`src/rtl/pic_int_sequencer.sv`:
```
// ----------------------------------------------------------------------------
// pic_int_sequencer
//
// Interrupt acknowledge sequencer and fixed-priority resolver for the PIC8259
// core. It arbitrates pending requests (irr & ~imr) against the in-service
// register and raises INT. It then runs the two-pulse INTA cycle, owns the
// ISR storage, and places the interrupt vector on the data bus.
//
// Parameters
//   AEOI        : 1 = ISR bit is cleared automatically on the second INTA.
//
// Ports
//   clk         : system clock, rising edge
//   rst         : synchronous active-high reset
//   irr[7:0]    : latched interrupt requests (bit 0 = IR0, highest priority)
//   imr[7:0]    : interrupt mask (1 = masked)
//   inta        : synchronised one-cycle INTA strobe
//   eoi         : one-cycle non-specific EOI command
//   seoi        : one-cycle specific EOI command
//   seoi_level  : level cleared by seoi
//   vector_base : ICW2 bits T7..T3
//   INT         : interrupt request to the CPU
//   ISR[7:0]    : in-service register
//   irr_clr[7:0]: one-hot, one-cycle pulse clearing the acknowledged IRR bit
//   data_out    : vector byte {vector_base, level}
//   data_oe     : one-cycle valid/drive enable for data_out
// ----------------------------------------------------------------------------
module pic_int_sequencer #(
    parameter bit AEOI = 1'b0
) (
    input  logic       clk,
    input  logic       rst,
    input  logic [7:0] irr,
    input  logic [7:0] imr,
    input  logic       inta,
    input  logic       eoi,
    input  logic       seoi,
    input  logic [2:0] seoi_level,
    input  logic [4:0] vector_base,
    output logic       INT,
    output logic [7:0] ISR,
    output logic [7:0] irr_clr,
    output logic [7:0] data_out,
    output logic       data_oe
);

    typedef enum logic [1:0] {
        ST_IDLE = 2'd0,
        ST_REQ  = 2'd1,
        ST_ACK  = 2'd2
    } state_t;

    // Index of the lowest set bit (highest priority); 0 when v is zero, so
    // callers must qualify the result with a non-zero test.
    function automatic logic [2:0] lowest_idx(input logic [7:0] v);
        logic [2:0] idx;
        idx = 3'd0;
        for (int i = 7; i >= 0; i--) begin
            if (v[i]) begin
                idx = i[2:0];
            end else begin
                idx = idx;
            end
        end
        return idx;
    endfunction

    // One-hot decode of a 3-bit level.
    function automatic logic [7:0] onehot8(input logic [2:0] idx);
        return 8'd1 << idx;
    endfunction

    state_t     state_r;
    state_t     state_nxt_s;

    logic       int_r;
    logic [7:0] isr_r;
    logic [7:0] irr_clr_r;
    logic [7:0] data_out_r;
    logic       data_oe_r;
    logic [2:0] lvl_r;
    logic       spurious_r;

    logic       int_nxt_s;
    logic [7:0] isr_nxt_s;
    logic [7:0] irr_clr_nxt_s;
    logic [7:0] data_out_nxt_s;
    logic       data_oe_nxt_s;
    logic [2:0] lvl_nxt_s;
    logic       spurious_nxt_s;

    logic [7:0] pend_s;
    logic [2:0] win_s;
    logic [2:0] cur_s;
    logic       req_ok_s;
    logic [7:0] eoi_clr_s;
    logic [7:0] isr_set_s;
    logic [7:0] aeoi_clr_s;

    // Priority resolution: the winner must outrank everything in service.
    always_comb begin
        pend_s   = irr & ~imr;
        win_s    = lowest_idx(pend_s);
        cur_s    = lowest_idx(isr_r);
        req_ok_s = (pend_s != 8'h00) && ((isr_r == 8'h00) || (win_s < cur_s));
    end

    // State register.
    always_ff @(posedge clk) begin
        if (rst) begin
            state_r <= ST_IDLE;
        end else begin
            state_r <= state_nxt_s;
        end
    end

    // Next-state logic. Once INT is up the CPU is committed, so REQ waits for
    // inta even when the request has been withdrawn.
    always_comb begin
        state_nxt_s = state_r;
        case (state_r)
            ST_IDLE: begin
                if (req_ok_s) begin
                    state_nxt_s = ST_REQ;
                end else begin
                    state_nxt_s = ST_IDLE;
                end
            end
            ST_REQ: begin
                if (inta) begin
                    state_nxt_s = ST_ACK;
                end else begin
                    state_nxt_s = ST_REQ;
                end
            end
            ST_ACK: begin
                if (inta) begin
                    state_nxt_s = ST_IDLE;
                end else begin
                    state_nxt_s = ST_ACK;
                end
            end
            default: state_nxt_s = ST_IDLE;
        endcase
    end

    // Output and ISR next-value logic. EOI clears are computed on the old ISR
    // and the acknowledge set is OR-ed in afterwards, so a set wins a collision.
    always_comb begin
        int_nxt_s      = int_r;
        irr_clr_nxt_s  = 8'h00;
        data_out_nxt_s = data_out_r;
        data_oe_nxt_s  = 1'b0;
        lvl_nxt_s      = lvl_r;
        spurious_nxt_s = spurious_r;
        isr_set_s      = 8'h00;
        aeoi_clr_s     = 8'h00;

        if (eoi && (isr_r != 8'h00)) begin
            eoi_clr_s = onehot8(cur_s);
        end else begin
            eoi_clr_s = 8'h00;
        end
        if (seoi) begin
            eoi_clr_s = eoi_clr_s | onehot8(seoi_level);
        end else begin
            eoi_clr_s = eoi_clr_s;
        end

        case (state_r)
            ST_IDLE: begin
                int_nxt_s = req_ok_s;
            end
            ST_REQ: begin
                int_nxt_s = 1'b1;
                if (inta && req_ok_s) begin
                    lvl_nxt_s      = win_s;
                    spurious_nxt_s = 1'b0;
                    isr_set_s      = onehot8(win_s);
                    irr_clr_nxt_s  = onehot8(win_s);
                end else if (inta) begin
                    // Request withdrawn before the first INTA: answer IR7.
                    lvl_nxt_s      = 3'd7;
                    spurious_nxt_s = 1'b1;
                end else begin
                    lvl_nxt_s      = lvl_r;
                end
            end
            ST_ACK: begin
                if (inta) begin
                    int_nxt_s      = 1'b0;
                    data_out_nxt_s = {vector_base, lvl_r};
                    data_oe_nxt_s  = 1'b1;
                    if (AEOI && !spurious_r) begin
                        aeoi_clr_s = onehot8(lvl_r);
                    end else begin
                        aeoi_clr_s = 8'h00;
                    end
                end else begin
                    int_nxt_s = 1'b1;
                end
            end
            default: begin
                int_nxt_s = 1'b0;
            end
        endcase

        isr_nxt_s = ((isr_r & ~eoi_clr_s) | isr_set_s) & ~aeoi_clr_s;
    end

    // Output and datapath registers.
    always_ff @(posedge clk) begin
        if (rst) begin
            int_r      <= 1'b0;
            isr_r      <= 8'h00;
            irr_clr_r  <= 8'h00;
            data_out_r <= 8'h00;
            data_oe_r  <= 1'b0;
            lvl_r      <= 3'd0;
            spurious_r <= 1'b0;
        end else begin
            int_r      <= int_nxt_s;
            isr_r      <= isr_nxt_s;
            irr_clr_r  <= irr_clr_nxt_s;
            data_out_r <= data_out_nxt_s;
            data_oe_r  <= data_oe_nxt_s;
            lvl_r      <= lvl_nxt_s;
            spurious_r <= spurious_nxt_s;
        end
    end

    assign INT      = int_r;
    assign ISR      = isr_r;
    assign irr_clr  = irr_clr_r;
    assign data_out = data_out_r;
    assign data_oe  = data_oe_r;

endmodule

```
`config.mk`:
```
export PLATFORM = sky130hd
export DESIGN_NAME = pic_int_sequencer
export DESIGN_NICKNAME = d
export VERILOG_FILES = /design/src/rtl/pic_int_sequencer.sv
export SDC_FILE = /design/constraint.sdc
export NUM_CORES = 1
export LEC_CHECK = 0
export BUFFER_PORTS_ARGS = -buffer_cell sky130_fd_sc_hd__buf_2
export CAP_MARGIN = 20
export CORE_UTILIZATION = 50
export DETAILED_ROUTE_END_ITERATION = 12
export GPL_TIMING_DRIVEN = 1
export HOLD_SLACK_MARGIN = 0.15
export PLACE_DENSITY = 0.79
export SLEW_MARGIN = 30
export SYNTH_ARGS = -nofsm -noshare
export SYNTH_HDL_FRONTEND = slang
export SYNTH_SLANG_ARGS = --single-unit
```
`constraint.sdc`:
```
create_clock -name clk -period 2.6 [get_ports clk]
set_clock_uncertainty 0.2 [all_clocks]
set_input_delay 0.13 -clock clk [delete_from_list [all_inputs] [get_ports clk]]
set_output_delay 0.13 -clock clk [all_outputs]
set_load 0.01 [all_outputs]
```
==> metrics.txt <==
status complete, no violations; Routability Congestion 0.8012; DIE HEIGHT 59.19 um; Die Footprint 3503 um2; dpl hpwl 2767 um; Pint around 720 uW; FF/Latch Area 620.6 um2; nets 302; Final Hold Viols 0; diode count 0; Post-Synth XOR/XNOR Area 0%; Max Cap Viol 0; starting density of the core 53.13%; post-synthesis simple-gate area fraction 30.76%; pin count of the biggest net entering global routing 26; Logic pwr share 23.5%; largest family of logic cells by synthesized area simple AND/OR/NAND/NOR gates; area of the multi-input gates 964.7 um2; Clock Latency Late Sink 0.33 ns; Die X 59.19 um; crit path launch type input port; crit-path max FO 9; # rows 20; mux contribution to synthesized area 3.060%; Leak approximately 1.0 nW; WP data arrival 2.48 ns; Netlist Area Pre-Place approximately 1600 um2; CTS tree built; Ports 55; DRC Markers 0; Sw Pwr 301.6 uW; net switching fraction of the power roughly 30%; number of global-route vias before repair approximately 1.5k; Total Routing Usage GR between 20% and 30%; clock power share between 20% and 30%; DR iter-0 viols 46; Worst Path Required 2.62 ns; post-CTS setup buffers 0; core area 3078 um2; Mapped Cells 183; first-pass GRT wire length 6410 um; Num CTS Buffers 5; post-route ant nets 0; crit end category flop; Slew HR 62.48%; Ys Warns 0; GRT overflow 0; number of flops mapped to enable cells by yosys 0; Synth Net Count 214; WL final 4019 um; period utilisation layout around 95%; routed vias/inst 5.259; post-synthesis compound-gate area fraction 23.41%; Layout area overhead 41.32%; vias 1662; final setup fails 0; setup tns final 0 ns; ys async rst share 0%; hold crit path type in -> reg; post-synthesis register bit count 31; power per cell area between 400 and 500 nW/um2; Period minus WS final 2.465 ns; depth of the CTS H-tree 2; initial antenna violation count 0; Clock transition at path regs around 0.1 ns; Slew Viols, Final 0; Num Clock Sinks 31; Max Root-Sink Buffers 2; Root Driver clkbuf_4; critical path class in -> reg; Adder-Cell Fraction of Synth Area around 1.5%; sequential power share 50.2%; Achievable Freq ~410 MHz; Peak VDD IR 314.9 uV; IO buf count 54; FILL cells 246; post-synthesis sequential area ratio 37.95%; RSZ-0062 raised after global routing false; Primary FF master, synth dfxtp_1; syn avg cell area 8.936 um2; Pwr Total 1.017 mW; Tightest Pin Transition ~0.56 ns; First-pass DRT Iterations 4; routed len/inst approximately 13 um; layout cells sized above 1 28.68%; count of unique library cells instantiated by Yosys 53
==> metrics by stage <==
stage,instance area [um2],hold WS [ns],setup WS [ns],instances,util (%)
finish,2311,0.1817,0.1350,316,75.08
floorplan,1635,0.07394,0.3632,183,-
CTS,2307,0.1652,0.1209,316,74.96
global route,2311,0.2031,0.01617,316,75.08
detailed placement,1933,0.1718,0.2175,276,62.80
global placement,1933,0.1633,0.3107,276,62.80
==> power by group through the flow <==
stage	clock (mW)	combinational, mW	sequential (mW)
final	0.267	0.239	0.510
after global routing	0.290	0.263	0.513
after CTS	0.272	0.234	0.510
after detailed placement	0	0.201	0.521
after global placement	0	0.197	0.520
after floorplan	0	0.139	0.523
==> layer usage <==
| layer | GRT usage, % | up-vias | wire (um) |
|---|---|---|---|
| met2 | 40.13 | 53 | 1944 |
| met1 | 29.72 | 751 | 1791 |
| met5 | 0 | - | 0 |
| li1 | - | 849 | - |
| met3 | 7.642 | 9 | 215 |
| met4 | 9.524 | 0 | 68 |
==> registers in the layout, indices dropped and copies added (netlist names) <==
name and flops:
ISR 8, lvl_r 3, data_out 8, irr_clr 8, state_r 2, INT 1, data_oe 1
==> layout by cell type, fill, tap and decap left out, types with 6 or more instances in the layout <==
cell	count
a21oi_1	13
buf_2	54
dfxtp_1	31
dlygate4sd3_1	32
inv_1	6
nand2_1	10
nand2b_1	11
nor2_1	25
nor2b_1	8
nor3_1	7
o31ai_1	7
==> cell type report <==
class                   instances  share of cell area (%)
multi-input cells             140                   41.74
clock inverters                 2                  0.5414
flip-flops and latches         31                   26.85
well taps                      44                   2.382
clock buffers                   6                   1.787
inverters                       7                   1.137
repair buffers                 86                   25.55
==> timing repair <==
action / 4_1_cts / 5_1_grt
endpoints found under the hold margin: 28 / 0
setup endpoints to repair: 0 / 4
hold buffers: 32 / 0
gates resized for setup: 0 / 1
==> critical path, stage by stage <==
cell and delay, ns:
dlygate4sd3_1 0.53, buf_2 0.12, and2b_1 0.29, nor2_1 0.09
a21oi_1 0.18, ha_1 0.26, o21a_1 0.23, o22ai_4 0.22
a31oi_4 0.10, o31a_1 0.33
==> cells in the mapped netlist (2+ instances only) <==
master     n  area share (%)
dfxtp_1   31              38
nor2_1    25             5.7
a21oi_1   14             4.3
nand2b_1  11             4.2
nand2_1   10             2.3
nor2b_1    8             3.1
nor3_1     7             2.1
o31ai_1    7             3.2
inv_1      6             1.4
mux2i_1    5             3.1
nor3b_1    3             1.4
o211ai_1   3             1.4
o21ai_1    3            0.92
clkbuf_1   2            0.46
ha_1       2             1.5
nand4_1    2            0.76
nor4_2     2             1.5
o21ai_0    2            0.61
o22ai_4    2             2.4
o31a_1     2             1.1
or3_1      2            0.76
or3_4      2             1.4
or3b_2     2             1.1
==> cells by family (layout without fill, tap and decap cells) <==
kind of cell             count (synthesis)  count (layout)
flip-flops                              31              31
adder cells (fa/ha/maj)                  2               2
AO/OA/AOI/OAI                           48              48
buffers and inverters                   12             101
multiplexers                             5               5
AND/OR/NAND/NOR                         85              85
==> path summary, 6_finish.rpt <==
path	from	endpoint	slack (ns)	depth (start not counted)
setup / recovery	imr[2]	lvl_r[1]$_SDFFE_PP0P_	0.14	10
hold / removal	irr[4]	ISR[5]$_SDFF_PP0_	0.18	4
setup reg to reg	ISR[4]$_SDFF_PP0_	lvl_r[1]$_SDFFE_PP0P_	0.25	7
hold reg to reg	data_out[1]$_SDFFE_PP0P_	data_out[1]$_SDFFE_PP0P_	0.30	2
No activity file was read; power rests on OpenSTA's default activity.
